`src/rtl/window_ctrl_13x13.sv`:
```
// Sequencing controller for the 13x13 window datapath: tracks raster position of accepted
// pixels, flags complete windows with their centre, and blocks input while the pipeline drains.
module window_ctrl_13x13 #(
    parameter int unsigned COLS = 15,
    parameter int unsigned ROWS = 15,
    parameter int unsigned K    = 13,
    parameter int unsigned LAT  = 1
) (
    input  logic                      clk,
    input  logic                      rst,
    input  logic                      done_i,
    output logic                      ready_o,
    output logic                      shift_en_o,
    output logic                      done_o,
    output logic [$clog2(ROWS)-1:0]   ctr_row_o,
    output logic [$clog2(COLS)-1:0]   ctr_col_o,
    output logic                      progress_done_o,
    output logic                      busy_o,
    output logic                      err_o
);

    localparam int unsigned RW = $clog2(ROWS);
    localparam int unsigned CW = $clog2(COLS);

    localparam logic [RW-1:0] RowLast    = RW'(ROWS - 1);
    localparam logic [CW-1:0] ColLast    = CW'(COLS - 1);
    localparam logic [RW-1:0] RowFirst   = RW'(K - 1);
    localparam logic [CW-1:0] ColFirst   = CW'(K - 1);
    localparam logic [RW-1:0] RowFillEnd = RW'(K - 2);
    localparam logic [RW-1:0] RowHalf    = RW'((K - 1) / 2);
    localparam logic [CW-1:0] ColHalf    = CW'((K - 1) / 2);

    localparam logic [1:0] StIdle  = 2'd0;
    localparam logic [1:0] StFill  = 2'd1;
    localparam logic [1:0] StRun   = 2'd2;
    localparam logic [1:0] StDrain = 2'd3;

    logic [1:0]    state_q, state_d;
    logic [RW-1:0] in_row_q, in_row_d;
    logic [CW-1:0] in_col_q, in_col_d;
    logic          busy_q, busy_d;
    logic          err_q, err_d;

    logic [LAT-1:0]         pipe_vld_q, pipe_vld_d;
    logic [LAT-1:0]         pipe_last_q, pipe_last_d;
    logic [LAT-1:0][RW-1:0] pipe_row_q, pipe_row_d;
    logic [LAT-1:0][CW-1:0] pipe_col_q, pipe_col_d;

    logic          col_last;
    logic          row_last;
    logic          frame_end;
    logic          fill_end;
    logic          win_vld;
    logic          win_last;
    logic [RW-1:0] win_row;
    logic [CW-1:0] win_col;

    assign ready_o    = (state_q != StDrain);
    assign shift_en_o = done_i & ready_o;

    assign col_last  = (in_col_q == ColLast);
    assign row_last  = (in_row_q == RowLast);
    assign frame_end = row_last & col_last;
    assign fill_end  = (in_row_q == RowFillEnd) & col_last;

    // The accepted pixel is the bottom-right tap, so the window centre trails it by half a window.
    assign win_vld  = shift_en_o & (in_row_q >= RowFirst) & (in_col_q >= ColFirst);
    assign win_last = shift_en_o & frame_end;
    assign win_row  = in_row_q - RowHalf;
    assign win_col  = in_col_q - ColHalf;

    always_comb begin
        in_row_d = in_row_q;
        in_col_d = in_col_q;
        if (shift_en_o) begin
            if (col_last) begin
                in_col_d = '0;
                in_row_d = row_last ? '0 : in_row_q + 1'b1;
            end else begin
                in_col_d = in_col_q + 1'b1;
            end
        end
    end

    always_comb begin
        state_d = state_q;
        case (state_q)
            StIdle: begin
                if (shift_en_o) begin
                    if (frame_end) begin
                        state_d = StDrain;
                    end else if (fill_end) begin
                        state_d = StRun;
                    end else begin
                        state_d = StFill;
                    end
                end
            end
            StFill: begin
                if (shift_en_o && frame_end) begin
                    state_d = StDrain;
                end else if (shift_en_o && fill_end) begin
                    state_d = StRun;
                end
            end
            StRun: begin
                if (shift_en_o && frame_end) begin
                    state_d = StDrain;
                end
            end
            StDrain: begin
                // Leave exactly when the last-window pulse is on the outputs.
                if (progress_done_o) begin
                    state_d = StIdle;
                end
            end
            default: state_d = StIdle;
        endcase
    end

    assign busy_d = (state_d != StIdle);
    assign err_d  = err_q | (done_i & ~ready_o);

    // Centre fields only load on a valid entry so the output stage holds the last valid centre.
    always_comb begin
        pipe_vld_d  = '0;
        pipe_last_d = '0;
        pipe_row_d  = pipe_row_q;
        pipe_col_d  = pipe_col_q;

        pipe_vld_d[0]  = win_vld;
        pipe_last_d[0] = win_last;
        if (win_vld) begin
            pipe_row_d[0] = win_row;
            pipe_col_d[0] = win_col;
        end

        for (int unsigned i = 1; i < LAT; i++) begin
            pipe_vld_d[i]  = pipe_vld_q[i-1];
            pipe_last_d[i] = pipe_last_q[i-1];
            if (pipe_vld_q[i-1]) begin
                pipe_row_d[i] = pipe_row_q[i-1];
                pipe_col_d[i] = pipe_col_q[i-1];
            end
        end
    end

    always_ff @(posedge clk or posedge rst) begin
        if (rst) begin
            state_q     <= StIdle;
            in_row_q    <= '0;
            in_col_q    <= '0;
            busy_q      <= 1'b0;
            err_q       <= 1'b0;
            pipe_vld_q  <= '0;
            pipe_last_q <= '0;
            pipe_row_q  <= '0;
            pipe_col_q  <= '0;
        end else begin
            state_q     <= state_d;
            in_row_q    <= in_row_d;
            in_col_q    <= in_col_d;
            busy_q      <= busy_d;
            err_q       <= err_d;
            pipe_vld_q  <= pipe_vld_d;
            pipe_last_q <= pipe_last_d;
            pipe_row_q  <= pipe_row_d;
            pipe_col_q  <= pipe_col_d;
        end
    end

    assign done_o          = pipe_vld_q[LAT-1];
    assign progress_done_o = pipe_vld_q[LAT-1] & pipe_last_q[LAT-1];
    assign ctr_row_o       = pipe_row_q[LAT-1];
    assign ctr_col_o       = pipe_col_q[LAT-1];
    assign busy_o          = busy_q;
    assign err_o           = err_q;

endmodule
```
`config.mk`:
```
export PLATFORM = sky130hd
export DESIGN_NAME = window_ctrl_13x13
export DESIGN_NICKNAME = d
export VERILOG_FILES = /design/src/rtl/window_ctrl_13x13.sv
export SDC_FILE = /design/constraint.sdc
export NUM_CORES = 1
export LEC_CHECK = 0
export BUFFER_PORTS_ARGS = -buffer_cell sky130_fd_sc_hd__buf_2
export CELL_PAD_IN_SITES_DETAIL_PLACEMENT = 1
export CELL_PAD_IN_SITES_GLOBAL_PLACEMENT = 1
export CORE_ASPECT_RATIO = 0.9
export CORE_MARGIN = 8
export CORE_UTILIZATION = 45
export DETAILED_ROUTE_END_ITERATION = 10
export GPL_TIMING_DRIVEN = 0
export PLACE_DENSITY_LB_ADDON = 0.2
export SLEW_MARGIN = 10
export SYNTH_ARGS = -nofsm -noshare
export SYNTH_HDL_FRONTEND = slang
export SYNTH_SLANG_ARGS = --single-unit
```
`constraint.sdc`:
```
create_clock -name clk -period 3.7 [get_ports clk]
set_input_delay 1.11 -clock clk [delete_from_list [all_inputs] [get_ports clk]]
set_output_delay 1.11 -clock clk [all_outputs]
set_load 0.01 [all_outputs]
```
==> results of run 1 <==
-- cell type report --
| cell class | count | area share, % |
|---|---|---|
| tap | 27 | 2.85 |
| multi-input combinational | 59 | 36.6 |
| sequential | 22 | 46.4 |
| buffer | 5 | 2.21 |
| inverter | 7 | 2.21 |
| timing repair buffer | 16 | 6.74 |
| clock buffer | 4 | 3.06 |
-- critical path: cells and delay by family --
family,cells,cell delay [ps]
compound gates,1,290
buf+inv,3,350
-- logic make-up after synthesis --
group	after synthesis
flops	22
simple gates	21
mux	8
buf+inv	12
compound gates	28
fa+ha+maj	2
-- placed cells by master (no fill, tap or decap), drive strengths merged, types with 2 or more instances in the layout --
| cell | instances |
|---|---|
| a21oi | 5 |
| and2 | 2 |
| buf | 18 |
| clkbuf | 7 |
| dfrtp | 22 |
| ha | 2 |
| inv | 7 |
| mux2 | 6 |
| mux2i | 2 |
| nand2 | 4 |
| nand2b | 2 |
| nand3 | 4 |
| nor2b | 2 |
| o21ai | 10 |
| o31ai | 4 |
| o41ai | 3 |
| or4 | 2 |
-- layer usage --
metal  global-route usage [%]  part of all wire [%]
met5                        0                     0
met4                     5.47                  0.57
met3                     2.73                   6.5
met2                     21.1                    47
met1                     15.2                    46
-- path summary, 6_finish.rpt --
| kind | startpoint | endpoint | slack (ps) | cells after the start |
|---|---|---|---|---|
| setup / recovery | done_i | shift_en_o | 830 | 4 |
| hold / removal | err_o | err_o | 470 | 1 |
| setup reg to reg | state_q[1] | in_row_q[1] | 2030 | 5 |
| hold reg to reg | err_o | err_o | 470 | 1 |
| max in group asynchronous | rst | in_row_q[2] | 2240 | 2 |
| min in group asynchronous | rst | ctr_col_o[2] | 950 | 2 |
-- where the power goes --
| group | internal (uW) | total (uW) | switching [uW] |
|---|---|---|---|
| sequential | 312 | 401 | 89.0 |
| clock | 60.1 | 133 | 72.7 |
| combinational | 121 | 278 | 158 |
-- sequential cells by signal (all words and copies together), names as in the netlist --
signal / cells
busy_o: 1
ctr_col_o: 4
ctr_row_o: 4
done_o: 1
err_o: 1
in_col_q: 4
in_row_q: 4
pipe_last_q: 1
state_q: 2
-- Yosys cell counts --
library cell  number  area share (%)
ha_1               2             2.4
inv_1              6             2.2
o21ai_1            8             3.9
mux2i_1            2             1.9
a21o_1             1            0.72
o311a_1            1            0.97
nand4_1            1            0.60
nand2b_1           2             1.2
or4_1              2             1.4
a311o_1            1            0.97
a31o_2             1            0.84
o31ai_1            4             2.9
nor2b_1            2             1.2
inv_2              1            0.36
a21oi_1            5             2.4
a21bo_2            1            0.97
o41ai_1            3             2.5
nand2_1            4             1.4
clkbuf_1           3             1.1
nor2_4             1             1.1
a31oi_1            1            0.60
nand4b_2           1             1.4
o21ai_0            2            0.97
dfrtp_1           22              53
and2_1             2             1.2
nor3_1             1            0.48
nor4_2             1             1.2
mux2_1             6             6.5
buf_6              1             1.1
buf_1              1            0.36
nand3_1            4             1.9
-- per-stage QoR --
| step | cells | power, uW | setup slack (ps) | utilization (%) |
|---|---|---|---|---|
| final | 140 | 812 | 833 | 54.4 |
| after global placement | 136 | 669 | 831 | 52.8 |
| after detailed placement | 136 | 690 | 826 | 52.8 |
| after floorplan | 93 | 583 | 1120 | - |
| after CTS | 140 | 823 | 825 | 54.4 |
| after global routing | 140 | 879 | 779 | 54.4 |
==> impl_summary.log, run 1 <==
[metrics] result of the run: finished, final reports clean
[metrics] via count: 803
[metrics] Final Cell Area: 1190 sq um
[metrics] parity-gate share of the synthesized area counting xor and xnor cells: 0%
[metrics] standard-cell rows: 16
[metrics] cell seen most often among critical-path stages: buf_2
[metrics] # resized after CTS: 0
[metrics] GRT Resource Usage Total: 12.6%
[metrics] Slew Limit Headroom: 44.1%
[metrics] per-instance average area after synthesis: 11.2 sq um
[metrics] initial core utilization: 47.5%
[metrics] setup bufs post-CTS: 0
[metrics] Synth Area in Adders: 2.41%
[metrics] total detailed-routing wirelength: 2280 um
[metrics] clock net sink count: 22
[metrics] depth of the CTS H-tree: 1
[metrics] Clock Path Buffers: 2
[metrics] Worst Tran Pin Value: 837 ps
[metrics] worst supply voltage drop on vdd: 0.366 mV
[metrics] slowest stage cell, crit path: a21bo_2
[metrics] top-level port count: 17
[metrics] largest family of logic cells by synthesized area: compound AO/OA/AOI/OAI gates
[metrics] max incr delay on CP: 290 ps
[metrics] pins over their slew limit: 0
[metrics] overflow left after global routing: 0
[metrics] complex-gate fraction of the synthesized area: 17.7%
[metrics] initial antenna violation count: 0
[metrics] CTS clk-pin slew, worst paths: 120 ps
[metrics] number of flip-flops and latches in the synthesized netlist: 22
[metrics] CTS tree: done
[metrics] number of design rule violations left after detail routing: 0
[metrics] distinct cell type count after synthesis: 31
[metrics] worst-case clock skew: 1.76 ps
[metrics] Routed Antenna Nets: 0
[metrics] Crit. End Element: output port
[metrics] smallest hold slack: 474 ps
[metrics] Leak Pwr: 0.000558 uW
[metrics] quantity of hold-fixing buffers added after cts: 0
[metrics] sequential cell area: 551 sq um
[metrics] die width: 66.6 um
[metrics] classification of the worst setup path: in -> out
[metrics] arrival time at the worst endpoint: 1760 ps
[metrics] largest fanout on the critical path: 6
[metrics] Total Nets Final: 119
[metrics] fraction of final layout cells sized beyond drive strength 1: 23.9%
[metrics] Clk Latency, worst-skew pair: 310 ps
[metrics] number of global-route vias before repair: 872
[metrics] number of maximum-capacitance constraint violations: 0
[metrics] growth of design area from synthesis to finish: 14.5%
[metrics] category of the worst setup path launch point: input port
[metrics] wire length of the first global-routing pass: 4020 um
[metrics] accumulated negative setup slack: 0 ps
[metrics] Final period util: 77.5%
[metrics] synthesized-area fraction occupied by and/or/nand/nor cells: 13.3%
[metrics] core region area: 2180 sq um
[metrics] 1st-pass router iterations: 4
[metrics] yosys warns: 0
[metrics] # port buffers: 16
[metrics] area taken by multi-input logic gates: 434 sq um
[metrics] Post-Synthesis Cell Area: 1040 sq um
[metrics] data required time at the worst endpoint: 2590 ps
[metrics] Post-Syn Nets: 98
[metrics] setup repair after global routing missed its margin: no
[metrics] cell at the root of the clock tree: clkbuf_4
[metrics] antenna cell count: 0
[metrics] Max Clk Rate: 0.349 GHz
[metrics] TritonCTS Buffers: 3
[metrics] final weighted congestion in routability-driven placement: 0.688
[metrics] Die Outline Area: 4100 sq um
[metrics] number of fillers in the final layout: 249
[metrics] routed len/inst: 16.3 um
[metrics] Pwr Density: 684 nW/um^2
[metrics] post-detail-place hpwl: 1680 um
[metrics] ratio of routed vias to standard cells: 5.74
[metrics] total placed instance area: 1150 sq um
[metrics] largest net degree at the start of global routing: 23
[metrics] Detailed Route Iter0 Violations: 35
[metrics] overall die height: 61.5 um
[metrics] Cell Chain, Critical Path: buf_2 -> a21bo_2 -> inv_2 -> buf_2
[metrics] Seq/Total Area, Yosys: 53.1%
[metrics] Worst Hold Class: reg -> reg
[metrics] post-layout minimum cycle time: 2870 ps
[metrics] Setup Viol. Count Final: 0
[metrics] cells after synthesis: 93
[metrics] number of hold violations in the final report: 0
[metrics] post-synthesis mux area share: 8.44%
No activity file was read; power rests on OpenSTA's default activity.
==> inputs of run 2 (changes only) <==
Settings changed: CORE_UTILIZATION 45 to 38.
Clock period 3.7 ns to 2.5 ns, I/O delays scaled along.
==> impl_summary.log, run 2 (synthesis gave the netlist of run 1 again) <==
[metrics] clock net sink count: 22 (unchanged)
[metrics] Die Outline Area: 4660 sq um (was 4100 sq um)
[metrics] top-level port count: 17 (unchanged)
[metrics] growth of design area from synthesis to finish: 16.4% (was 14.5%)
[metrics] relative contribution of the clock network to total power: 21.3% (was 16.4%)
[metrics] via count: 790 (was 803)
[metrics] Clk Latency, worst-skew pair: 310 ps (about the same)
[metrics] Worst Hold Class: reg -> reg (unchanged)
[metrics] Routed Antenna Nets: 0 (unchanged)
[metrics] antenna cell count: 0 (unchanged)
[metrics] quantity of hold-fixing buffers added after cts: 0 (unchanged)
[metrics] Power Internal: 804 uW (was 493 uW)
[metrics] initial core utilization: 38.7% (was 47.5%)
[metrics] Total Nets Final: 119 (unchanged)
[metrics] setup repair after global routing missed its margin: no (unchanged)
[metrics] Max Clk Rate: 0.458 GHz
[metrics] depth of the CTS H-tree: 1 (unchanged)
[metrics] routed len/inst: 16.4 um (was 16.3 um)
[metrics] CTS tree: done (unchanged)
[metrics] Cell Chain, Critical Path: clkbuf_1 -> a21bo_2 -> inv_2 -> buf_2 (was buf_2 -> a21bo_2 -> inv_2 -> buf_2)
[metrics] setup bufs post-CTS: 0 (unchanged)
[metrics] result of the run: finished, final reports clean (unchanged)
[metrics] accumulated negative setup slack: 0 ps (unchanged)
[metrics] overall die height: 65.6 um (was 61.5 um)
[metrics] # port buffers: 16 (unchanged)
[metrics] pins over their slew limit: 0 (unchanged)
[metrics] number of maximum-capacitance constraint violations: 0 (unchanged)
[metrics] Leak Pwr: 0.000565 uW (was 0.000558 uW)
[metrics] cell at the root of the clock tree: clkbuf_4 (unchanged)
[metrics] largest net degree at the start of global routing: 23 (unchanged)
[metrics] Setup Viol. Count Final: 0 (unchanged)
[metrics] # resized after CTS: 0 (unchanged)
[metrics] wire length of the first global-routing pass: 4200 um (was 4020 um)
[metrics] Slew Limit Headroom: 44.6% (was 44.1%)
[metrics] number of design rule violations left after detail routing: 0 (unchanged)
[metrics] arrival time at the worst endpoint: 1430 ps (was 1760 ps)
[metrics] number of hold violations in the final report: 0 (unchanged)
[metrics] standard-cell rows: 18 (was 16)
[metrics] total placed instance area: 1150 sq um (about the same)
[metrics] sequential power share: 46.0% (was 49.3%)
[metrics] Clock Path Buffers: 2 (unchanged)
[metrics] net switching power of the design: 483 uW (was 319 uW)
[metrics] initial antenna violation count: 0 (unchanged)
[metrics] Final Cell Area: 1210 sq um (was 1190 sq um)
[metrics] fraction of final layout cells sized beyond drive strength 1: 23.9% (unchanged)
[metrics] max incr delay on CP: 340 ps (was 290 ps)
[metrics] worst path setup slack after routing: 316 ps (was 833 ps)
[metrics] cell family contributing the most delay on the critical path: buffers and inverters (unchanged)
[metrics] data required time at the worst endpoint: 1750 ps (was 2590 ps)
[metrics] overflow left after global routing: 0 (unchanged)
[metrics] GRT Resource Usage Total: 11.1% (was 12.6%)
[metrics] worst supply voltage drop on vdd: 0.471 mV (was 0.366 mV)
[metrics] most used cells in the layout excluding fill and tap cells: dfrtp_1 (22), buf_2 (16), o21ai_1 (8) (unchanged)
[metrics] Buffers & Inverters on Critical Path: 3 (unchanged)
[metrics] fraction of power spent switching nets: 37.5% (was 39.3%)
[metrics] Pwr Density: 1070 nW/um^2 (was 684 nW/um^2)
[metrics] most common cell after layout, fill and taps aside: dfrtp_1 (unchanged)
[metrics] worst-case clock skew: 13.1 ps (was 1.76 ps)
[metrics] Crit. End Element: output port (unchanged)
[metrics] largest fanout on the critical path: 8 (was 6)
[metrics] classification of the worst setup path: reg -> out (was in -> out)
[metrics] Detailed Route Iter0 Violations: 58 (was 35)
[metrics] core region area: 2680 sq um (was 2180 sq um)
[metrics] post-layout minimum cycle time: 2180 ps
[metrics] total detailed-routing wirelength: 2340 um (was 2280 um)
[metrics] category of the worst setup path launch point: flip-flop (was input port)
[metrics] post-detail-place hpwl: 1690 um (was 1680 um)
[metrics] 1st-pass router iterations: 3 (was 4)
[metrics] TritonCTS Buffers: 3 (unchanged)
[metrics] ratio of routed vias to standard cells: 5.52 (was 5.74)
[metrics] CTS clk-pin slew, worst paths: 130 ps (was 120 ps)
[metrics] Final period util: 87.4%
[metrics] logic gate share of total power: 32.7% (was 34.3%)
[metrics] worst slack after detailed placement: 339 ps (was 826 ps)
[metrics] Worst Tran Pin Value: 831 ps (was 837 ps)
[metrics] number of global-route vias before repair: 898 (was 872)
[metrics] final weighted congestion in routability-driven placement: 0.729 (was 0.688)
[metrics] die width: 71.1 um (was 66.6 um)
[metrics] slowest stage cell, crit path: dfrtp_1 (was a21bo_2)
[run 2: cell count changes in the layout (fill, tap and decap cells not counted), sizes merged]
cell,change
clkbuf,-1
bufinv,+1
[run 2: worst paths after layout]
| kind | from | to | slack (ps) | depth (start not counted) |
|---|---|---|---|---|
| setup / recovery | state_q[1] | shift_en_o | 320 | 4 |
| hold / removal | ctr_col_o[2] | ctr_col_o[2] | 500 | 1 |
| setup reg to reg | state_q[1] | in_row_q[2] | 820 | 5 |
| min in group asynchronous | rst | ctr_row_o[3] | 570 | 2 |
| max in group asynchronous | rst | ctr_row_o[0] | 1400 | 2 |
| hold reg to reg | ctr_col_o[2] | ctr_col_o[2] | 500 | 1 |
[run 2: through the flow]
| stage | hold slack, ps | util [%] | total power, uW | instances |
|---|---|---|---|---|
| finish | 502 | 45.1 | 1290 | 143 |
| global route | 534 | 45.1 | 1390 | 143 |
| CTS | 498 | 45.1 | 1300 | 143 |
| detailed placement | 470 | 43.1 | 1030 | 139 |
| global placement | 444 | 43.1 | 994 | 139 |
| floorplan | 512 | - | 863 | 93 |
[run 2: layer usage]
metal | global-route usage [%] | wire [um] | vias up
met5 | 0 | 0 | -
met1 | 12.7 | 1150 | 392
met2 | 19.2 | 1090 | 11
met4 | 4.92 | 29 | 0
met3 | 2.89 | 71 | 4
li1 | - | - | 383
[run 2: power by group through the flow]
stage	clock [uW]	combinational, uW	sequential (uW)
3_3_place_gp	0	404	590
6_report	275	420	592
3_5_place_dp	0	426	601
2_1_floorplan	0	277	586
5_1_grt	297	477	615
4_1_cts	283	428	592
[run 2: final cells by class]
class | count | area [sq um]
clock buffer | 3 | 22.5
tap | 30 | 37.5
fill | 301 | 1470
inverter | 7 | 26.3
clock inverter | 1 | 30.0
timing repair buffer | 16 | 80.1
buffer | 5 | 26.3
multi-input combinational | 59 | 434
sequential | 22 | 551
